===== src/rtl/alarm_pkg.sv =====
// Shared types and limits for the alarm clock.
// ALARM_TIMEKEEPER_SNOOZE_EN adds the SNOOZED state.
package alarm_pkg;
  localparam int HOUR_W = 5;
  localparam int MIN_W  = 6;
  localparam int SEC_W  = 6;

  localparam logic [SEC_W-1:0]  SEC_MAX  = 6'd59;
  localparam logic [MIN_W-1:0]  MIN_MAX  = 6'd59;
  localparam logic [HOUR_W-1:0] HOUR_MAX = 5'd23;

`ifdef ALARM_TIMEKEEPER_SNOOZE_EN
  typedef enum logic [1:0] {ST_IDLE, ST_RINGING, ST_SNOOZED} alarm_state_e;
`else
  typedef enum logic [0:0] {ST_IDLE, ST_RINGING} alarm_state_e;
`endif

  function automatic logic time_valid(input logic [HOUR_W-1:0] h, input logic [MIN_W-1:0] m);
    return (h <= HOUR_MAX) && (m <= MIN_MAX);
  endfunction
endpackage


===== src/rtl/tick_divider.sv =====
// Free-running divider; tick is high for the last count of each TICK_DIV period.
module tick_divider #(
  parameter int TICK_DIV = 50000000
) (
  input  logic clock,
  input  logic reset,
  input  logic clr,
  output logic tick
);
  localparam int CW = (TICK_DIV > 1) ? $clog2(TICK_DIV) : 1;
  localparam logic [CW-1:0] CNT_MAX = CW'(TICK_DIV - 1);

  logic [CW-1:0] cnt_q, cnt_d;

  always_comb begin
    tick  = (cnt_q == CNT_MAX);
    cnt_d = (clr || tick) ? '0 : cnt_q + 1'b1;
  end

  always_ff @(posedge clock) begin
    if (reset) cnt_q <= '0;
    else       cnt_q <= cnt_d;
  end
endmodule


===== src/rtl/alarm_timekeeper.sv =====
// 24-hour clock with a single alarm, auto-stop after RING_SEC seconds.
// ALARM_TIMEKEEPER_SNOOZE_EN enables the snooze input.
module alarm_timekeeper
  import alarm_pkg::*;
#(
  parameter int TICK_DIV   = 50000000,
  parameter int RING_SEC   = 60,
  parameter int SNOOZE_MIN = 9
) (
  input  logic              clock,
  input  logic              reset,
  input  logic              set_time,
  input  logic              set_alarm,
  input  logic [HOUR_W-1:0] set_hour,
  input  logic [MIN_W-1:0]  set_minute,
  input  logic              alarm_en,
  input  logic              snooze,
  input  logic              alarm_off,
  output logic [HOUR_W-1:0] hour,
  output logic [MIN_W-1:0]  minute,
  output logic [SEC_W-1:0]  second,
  output logic              sec_tick,
  output logic              ringing
);
  localparam int RC_W = (RING_SEC > 1) ? $clog2(RING_SEC + 1) : 1;
  localparam logic [RC_W-1:0] RING_LAST = RC_W'(RING_SEC - 1);

  logic [HOUR_W-1:0] hr_q, hr_d, inc_hr, al_hr_q, al_hr_d;
  logic [MIN_W-1:0]  min_q, min_d, inc_min, al_min_q, al_min_d;
  logic [SEC_W-1:0]  sec_q, sec_d, inc_sec;
  logic [RC_W-1:0]   ring_cnt_q, ring_cnt_d;
  alarm_state_e      state_q, state_d;
  logic              time_ok, load_time, load_alarm, adv, hit;

`ifdef ALARM_TIMEKEEPER_SNOOZE_EN
  localparam int SN_W = (SNOOZE_MIN * 60 > 1) ? $clog2(SNOOZE_MIN * 60 + 1) : 1;
  localparam logic [SN_W-1:0] SNOOZE_LOAD = SN_W'(SNOOZE_MIN * 60);
  logic [SN_W-1:0] snooze_cnt_q, snooze_cnt_d;
`else
  logic unused_snooze;
  assign unused_snooze = snooze;
`endif

  assign time_ok    = time_valid(set_hour, set_minute);
  assign load_time  = set_time & time_ok;
  assign load_alarm = set_alarm & time_ok;
  // a tick coinciding with set_time is swallowed by the load
  assign adv        = sec_tick & ~load_time;

  tick_divider #(.TICK_DIV(TICK_DIV)) u_div (
    .clock (clock),
    .reset (reset),
    .clr   (load_time),
    .tick  (sec_tick)
  );

  always_comb begin
    inc_sec = (sec_q == SEC_MAX) ? '0 : sec_q + 1'b1;
    inc_min = min_q;
    inc_hr  = hr_q;
    if (sec_q == SEC_MAX) begin
      inc_min = (min_q == MIN_MAX) ? '0 : min_q + 1'b1;
      if (min_q == MIN_MAX) inc_hr = (hr_q == HOUR_MAX) ? '0 : hr_q + 1'b1;
    end
    hr_d  = hr_q;
    min_d = min_q;
    sec_d = sec_q;
    if (load_time) begin
      hr_d  = set_hour;
      min_d = set_minute;
      sec_d = '0;
    end else if (adv) begin
      hr_d  = inc_hr;
      min_d = inc_min;
      sec_d = inc_sec;
    end
    al_hr_d  = load_alarm ? set_hour   : al_hr_q;
    al_min_d = load_alarm ? set_minute : al_min_q;
    hit = adv && (inc_sec == '0) && (inc_min == al_min_q) && (inc_hr == al_hr_q);
  end

  always_ff @(posedge clock) begin
    if (reset) begin
      hr_q       <= '0;
      min_q      <= '0;
      sec_q      <= '0;
      al_hr_q    <= '0;
      al_min_q   <= '0;
      ring_cnt_q <= '0;
      state_q    <= ST_IDLE;
    end else begin
      hr_q       <= hr_d;
      min_q      <= min_d;
      sec_q      <= sec_d;
      al_hr_q    <= al_hr_d;
      al_min_q   <= al_min_d;
      ring_cnt_q <= ring_cnt_d;
      state_q    <= state_d;
    end
  end

`ifdef ALARM_TIMEKEEPER_SNOOZE_EN
  always_ff @(posedge clock) begin
    if (reset) snooze_cnt_q <= '0;
    else       snooze_cnt_q <= snooze_cnt_d;
  end
`endif

  always_comb begin
    state_d    = state_q;
    ring_cnt_d = ring_cnt_q;
`ifdef ALARM_TIMEKEEPER_SNOOZE_EN
    snooze_cnt_d = snooze_cnt_q;
`endif
    case (state_q)
      ST_IDLE: if (hit && alarm_en) state_d = ST_RINGING;
      ST_RINGING: begin
`ifdef ALARM_TIMEKEEPER_SNOOZE_EN
        if (snooze) begin
          state_d      = ST_SNOOZED;
          snooze_cnt_d = SNOOZE_LOAD;
        end else
`endif
        if (adv) begin
          if (ring_cnt_q == RING_LAST) state_d = ST_IDLE;
          else                         ring_cnt_d = ring_cnt_q + 1'b1;
        end
      end
`ifdef ALARM_TIMEKEEPER_SNOOZE_EN
      ST_SNOOZED: if (adv) begin
        snooze_cnt_d = snooze_cnt_q - 1'b1;
        if (snooze_cnt_q <= SN_W'(1)) state_d = ST_RINGING;
      end
`endif
      default: state_d = ST_IDLE;
    endcase
    if (!alarm_en || load_alarm || alarm_off) state_d = ST_IDLE;
    // counters only live while their state persists
    if (state_d != ST_RINGING || state_q != ST_RINGING) ring_cnt_d = '0;
`ifdef ALARM_TIMEKEEPER_SNOOZE_EN
    if (state_d != ST_SNOOZED) snooze_cnt_d = '0;
`endif
  end

  always_comb begin
    ringing = (state_q == ST_RINGING);
    hour    = hr_q;
    minute  = min_q;
    second  = sec_q;
  end
endmodule


===== config.mk =====
export PLATFORM = sky130hd
export DESIGN_NAME = alarm_timekeeper
export DESIGN_NICKNAME = d
export VERILOG_FILES = /design/src/rtl/alarm_pkg.sv /design/src/rtl/tick_divider.sv /design/src/rtl/alarm_timekeeper.sv
export SDC_FILE = /design/constraint.sdc
export NUM_CORES = 1
export LEC_CHECK = 0
export ABC_AREA = 1
export CAP_MARGIN = 5
export CORE_AREA = 2 2 69 120
export DETAILED_ROUTE_END_ITERATION = 7
export DIE_AREA = 0 0 71 122
export PLACE_DENSITY = 0.72
export SYNTH_ARGS = -nofsm -noshare
export SYNTH_HDL_FRONTEND = slang
export SYNTH_SLANG_ARGS = --single-unit

===== constraint.sdc =====
create_clock -name clock -period 6.2 [get_ports clock]
set_clock_uncertainty 0.05 [all_clocks]
set_input_delay 1.24 -clock clock [delete_from_list [all_inputs] [get_ports clock]]
set_output_delay 1.24 -clock clock [all_outputs]
set_load 0.1 [all_outputs]

==> results of run 1 <==
[metal layers]
layer  track usage [%]  vias up  routed length, um  part of all wire, %
li1                  -     1693                  -                    -
met5                 0        -                  0                    0
met1              20.1     1519               3110                   38
met2              36.2       82               4380                   54
met3              5.13       30                337                  4.1
met4              12.0        0                299                  3.7
[per-stage QoR]
stage               cells  power [mW]  utilization (%)
finish                625       0.958             51.9
global route          625       0.996             51.9
CTS                   625       0.970             51.9
detailed placement    609       0.529             48.6
global placement      609       0.528             48.6
floorplan             493       0.496                -
[cells by family after synthesis]
| logic type | Yosys count | synth area share (%) |
|---|---|---|
| DFF | 61 | 36.2 |
| and+or+nand+nor | 256 | 35.6 |
| adders and majority gates | 6 | 2.22 |
| muxes | 1 | 0.334 |
| buffers and inverters | 85 | 9.94 |
| AOI/OAI and AO/OA | 71 | 12.3 |
| xor gates and xnor gates | 13 | 3.37 |
[sequential cells by signal, summed over array words and instances, names as in the netlist]
| signal | flops |
|---|---|
| ring_cnt_q | 6 |
| u_div.cnt_q | 26 |
| second | 6 |
| hour | 5 |
| al_min_q | 6 |
| al_hr_q | 5 |
| ringing | 1 |
| minute | 6 |
[cells in the final DEF, fill, tap and decap left out, types with 2 or more instances in the layout]
cell             count
nand2_1             95
inv_1               67
nor2_1              63
dfxtp_1             61
nand3_1             41
clkdlybuf4s50_1     35
a21oi_1             30
o21ai_0             20
nand4_1             17
nor2_2              10
a221oi_1            10
nor3_1              10
xor2_1               9
clkbuf_16            9
inv_2                6
ha_1                 6
clkinv_2             6
nor3b_1              4
nand3_2              4
nand2_2              4
xnor2_1              4
nor2_4               3
a31oi_1              3
o21ai_1              3
clkinv_1             2
o21a_1               2
[critical path, delay by kind of cell, from the launching register on]
kind          cells  cell delay, ns
flops             1            0.36
buf+inv           2            1.23
simple gates      5            0.61
fa+ha+maj         1            0.19
[final cells by class]
| class | count | area [um2] | area share [%] |
|---|---|---|---|
| well taps | 90 | 113 | 2.78 |
| repair buffers | 36 | 358 | 8.84 |
| multi-input cells | 347 | 1820 | 44.9 |
| inverters | 75 | 282 | 6.95 |
| clock buffers | 10 | 229 | 5.65 |
| clock inverters | 6 | 30.0 | 0.741 |
| flip-flops and latches | 61 | 1220 | 30.2 |
[final timing paths]
kind,from,endpoint,slack [ns],cells after the start
worst min register to register,u_div.cnt_q[0]$_SDFF_PP0_,u_div.cnt_q[0]$_SDFF_PP0_,0.40,1
worst min-delay path,u_div.cnt_q[0]$_SDFF_PP0_,u_div.cnt_q[0]$_SDFF_PP0_,0.40,1
worst max-delay path,u_div.cnt_q[0]$_SDFF_PP0_,sec_tick,2.21,8
worst max register to register,second[0]$_SDFFE_PP0P_,ring_cnt_q[4]$_SDFFE_PP0P_,3.37,13
[where the power goes]
part | total [mW] | internal (mW) | switching, mW
combinational | 0.109 | 0.0352 | 0.0734
sequential | 0.413 | 0.404 | 0.00993
clock | 0.436 | 0.265 | 0.171
total | 0.958 | 0.704 | 0.254
==> flow_metrics.env, run 1 <==
export IMPL_cts_sinks=61
export IMPL_grt_pass1_wl_um=13600
export IMPL_dr_pass1_iters=5
export IMPL_p_per_area_nw_per_um2=237
export IMPL_clk_pin_slew_ns=0.05
export IMPL_synth_area_um2=3370
export IMPL_synth_common_cells="nand2_1 (95), inv_1 (67), nor2_1 (63)"
export IMPL_fmax_ghz=0.251
export IMPL_syn_num_nets=517
export IMPL_drc=0
export IMPL_ctsResizeCount=0
export IMPL_antenna_left=0
export IMPL_async_flop_share_pct=0
export IMPL_gr_total_overflow=0
export IMPL_track_usage_pct=20.0
export IMPL_synthTopCellsByArea="dfxtp_1 (36%), nand2_1 (11%), inv_1 (7.5%)"
export IMPL_place_area_um2=3790
export IMPL_synth_seq_area_share_pct=36.2
export IMPL_pin_count=37
export IMPL_fin_setup_tns_ns=0
export IMPL_grt_pass1_vias=3089
export IMPL_final_period_utilization_pct=64.4
export IMPL_fp_row_count=43
export IMPL_yosysMostFrequentCell="nand2_1"
export IMPL_startpoint_type="register"
export IMPL_syn_inst=493
export IMPL_min_period_ns=3.99
export IMPL_avgViaCountPerCell=5.32
export IMPL_place_ws_ns=2.13
export IMPL_yosysTopAreaCell="dfxtp_1"
export IMPL_grt_setup_unrepaired="no"
export IMPL_critical_path_max_stage_delay_ns=1.13
export IMPL_hold_buffers=0
export IMPL_cp_common_cell="nand2_1"
export IMPL_synth_edf_count=0
export IMPL_drv_slew=0
export IMPL_synth_distinct_cells=36
export IMPL_io_buffers=35
export IMPL_antenna_found_initial=0
export IMPL_drive_gt1_share_pct=9.16
export IMPL_cts_tree="yes"
export IMPL_whs_ns=0.404
export IMPL_gp_congestion=0.883
export IMPL_endpoint_kind="output pin"
export IMPL_p_leak_nw=1.57
export IMPL_grt_max_degree=24
export IMPL_path_class="register to output pin"
export IMPL_vias=3324
export IMPL_antennaDiodeCount=0
export IMPL_cts_buffers_inserted=9
export IMPL_setup_slack_ns=2.21
export IMPL_ys_ff_latch=61
export IMPL_cpMaxStageDelayCell="clkdlybuf4s50_1"
export IMPL_clk_path_buf_depth=2
export IMPL_finalHoldViolCount=0
export IMPL_synth_top_cell_area_share_pct=36.2
export IMPL_core_um2=7800
export IMPL_syn_to_final_growth_pct=20.0
export IMPL_drtIter0Drc=182
export IMPL_nFillCells=787
export IMPL_worst_pin_slew_ns=1.01
export IMPL_required_ns=4.91
export IMPL_wl_um=8130
export IMPL_status="finished, final reports clean"
export IMPL_crit_fanout=6
export IMPL_cp_arrival_ns=2.70
export IMPL_die_y_um=122
export IMPL_fp_dieW_um=71
export IMPL_clk_latency_ns=0.33
export IMPL_die_area_um2=8660
export IMPL_synth_warnings=0
export IMPL_ys_flop_type="dfxtp_1"
export IMPL_slew_headroom_pct=32.6
export IMPL_setup_viol=0
export IMPL_finish_instance_area_um2=4050
export IMPL_cts_root_buf="clkbuf_16"
export IMPL_avgSynthCellArea_um2=6.84
export IMPL_ir_worst_vdd_uv=162
export IMPL_start_util_pct=43.3
export IMPL_post_drt_wl_per_cell_um=13.0
export IMPL_crit_chain="ha_1, nand2_1, nor2_2, nand2_1, nor2_1, nand2_1, inv_1, clkdlybuf4s50_1"
export IMPL_nets=554
export IMPL_post_cts_buffers=0
export IMPL_dp_hpwl_um=6000
export IMPL_hold_class="register to register"
export IMPL_cts_max_level=3
export IMPL_cap_violations=0
Power figures use the tool's default switching activity.
==> run 2, diff against run 1 <==
==> constraint.sdc (replaced) <==
create_clock -name clock -period 3.72 [get_ports clock]
set_clock_uncertainty 0.05 [all_clocks]
set_input_delay 0.744 -clock clock [delete_from_list [all_inputs] [get_ports clock]]
set_output_delay 0.744 -clock clock [all_outputs]
set_load 0.1 [all_outputs]
==> flow_metrics.env, run 2 (synthesis results as in run 1) <==
export IMPL_critPathTopFamily="simple AND/OR/NAND/NOR gates"
export IMPL_clk_path_buf_depth=2
export IMPL_pin_count=37
export IMPL_vias=3351
export IMPL_drive_gt1_share_pct=9.85
export IMPL_grt_setup_unrepaired="no"
export IMPL_track_usage_pct=19.8
export IMPL_finalHoldViolCount=0
export IMPL_min_to="u_div.cnt_q[0]$_SDFF_PP0_"
export IMPL_dp_hpwl_um=6160
export IMPL_drtIter0Drc=194
export IMPL_cts_buffers_inserted=9
export IMPL_antenna_found_initial=0
export IMPL_drv_slew=0
export IMPL_final_core_util_pct=52.8
export IMPL_status="finished, final reports clean"
export IMPL_place_inst=613
export IMPL_largest_reg_flops=26
export IMPL_wl_met1_um=3120
export IMPL_critPathBufInv=0
export IMPL_clk_pin_slew_ns=0.05
export IMPL_cts_root_buf="clkbuf_16"
export IMPL_clk_latency_ns=0.32
export IMPL_dr_wl_met3_um=368
export IMPL_hold_buffers=0
export IMPL_r2r_end="ring_cnt_q[4]$_SDFFE_PP0P_"
export IMPL_fp_dieW_um=71
export IMPL_required_ns=3.93
export IMPL_ff2ff_path_depth=13
export IMPL_setup_viol=0
export IMPL_p_per_area_nw_per_um2=409
export IMPL_cts_tree="yes"
export IMPL_final_period_utilization_pct=76.7
export IMPL_dr_pass1_iters=5
export IMPL_worst_pin_slew_ns=1.00
export IMPL_ctsResizeCount=0
export IMPL_start_util_pct=43.3
export IMPL_grt_pass1_vias=3235
export IMPL_die_y_um=122
export IMPL_core_um2=7800
export IMPL_antennaDiodeCount=0
export IMPL_finalNonFillerCells=628
export IMPL_syn_to_final_growth_pct=22.0
export IMPL_path_class="register to register"
export IMPL_grt_max_degree=21
export IMPL_fin_setup_tns_ns=0
export IMPL_final_cell_mix="nand2_1 (95), inv_1 (67), nor2_1 (63)"
export IMPL_cp_arrival_ns=3.07
export IMPL_cts_sinks=61
export IMPL_startpoint_type="register"
export IMPL_crit_fanout=14
export IMPL_slew_headroom_pct=33.0
export IMPL_fp_row_count=43
export IMPL_hold_class="register to register"
export IMPL_post_cts_buffers=0
export IMPL_fmax_ghz=0.350
export IMPL_gr_total_overflow=0
export IMPL_p_leak_nw=1.60
export IMPL_wl_um=8230
export IMPL_routed_top_layer="met4"
export IMPL_setup_slack_ns=0.867
export IMPL_endpoint_kind="register"
export IMPL_avgViaCountPerCell=5.34
export IMPL_cts_max_level=3
export IMPL_post_drt_wl_per_cell_um=13.1
export IMPL_critical_path_max_stage_delay_ns=0.45
export IMPL_crit_chain="ha_1, nand3_2, nor2_4, nand2_2, o21ai_0, nand3_1, nand2_1, nand2_1, nor2_1, nand3_1, nand2_2, nand3_4, nor2_2"
export IMPL_regMostFlops="u_div.cnt_q"
export IMPL_whs_path_depth=1
export IMPL_antenna_left=0
export IMPL_min_from="u_div.cnt_q[0]$_SDFF_PP0_"
export IMPL_nets=558
export IMPL_whs_ns=0.409
export IMPL_ir_worst_vdd_uv=317
export IMPL_place_ws_ns=0.776
export IMPL_min_period_ns=2.85
export IMPL_die_area_um2=8660
export IMPL_io_buffers=35
export IMPL_reg2reg_from="second[0]$_SDFFE_PP0P_"
export IMPL_cap_violations=0
export IMPL_cpMaxStageDelayCell="dfxtp_1"
export IMPL_wl_met2_um=4410
export IMPL_gp_congestion=0.835
export IMPL_drc=0
export IMPL_grt_pass1_wl_um=13600
export IMPL_rrSetupSlack_ns=0.87
export IMPL_layout_commonest_cell="nand2_1"
-- run 2: cell count changes in the layout (fill, tap and decap cells not counted), sizes merged --
cell | before | now
clkbuf | 10 | 15
clkinv | 8 | 2
clkdlybuf4s50 | 35 | 34
buf | 1 | 6
-- run 2: worst max-delay path by stage --
stage                           start                          to  cells past startpoint
4_1_cts        second[0]$_SDFFE_PP0P_  ring_cnt_q[4]$_SDFFE_PP0P_                     13
5_1_grt        second[0]$_SDFFE_PP0P_  ring_cnt_q[0]$_SDFFE_PP0P_                     13
3_5_place_dp            set_minute[4]  u_div.cnt_q[25]$_SDFF_PP0_                     11
3_3_place_gp            set_minute[2]  u_div.cnt_q[25]$_SDFF_PP0_                     11
6_report       second[0]$_SDFFE_PP0P_  ring_cnt_q[4]$_SDFFE_PP0P_                     13
2_1_floorplan  second[1]$_SDFFE_PP0P_  ring_cnt_q[0]$_SDFFE_PP0P_                     14
-- run 2: final cells by class --
class	instances	area (um2)
multi-input combinational	347	1820
timing repair buffer	40	385
clock buffer	15	298
fill	767	3680
inverter	75	282
tap	90	113
sequential	61	1220
-- run 2: report_power, final --
group          internal, mW  switching [mW]  leakage [nW]
clock network         0.538           0.271         0.148
registers             0.673          0.0164         0.496
logic                0.0619           0.124         0.958
-- run 2: layer usage --
layer | GRT usage (%) | vias up
li1 | - | 1697
met1 | 19.7 | 1530
met2 | 37.1 | 98
met3 | 3.64 | 26
met4 | 11.9 | 0
met5 | 0 | -
-- run 2: through the flow --
step           total power, mW  cell area [um2]
2_1_floorplan            0.826             3370
3_3_place_gp             0.884             3820
3_5_place_dp             0.887             3820
4_1_cts                   1.70             4120
5_1_grt                   1.74             4120
6_report                  1.68             4120
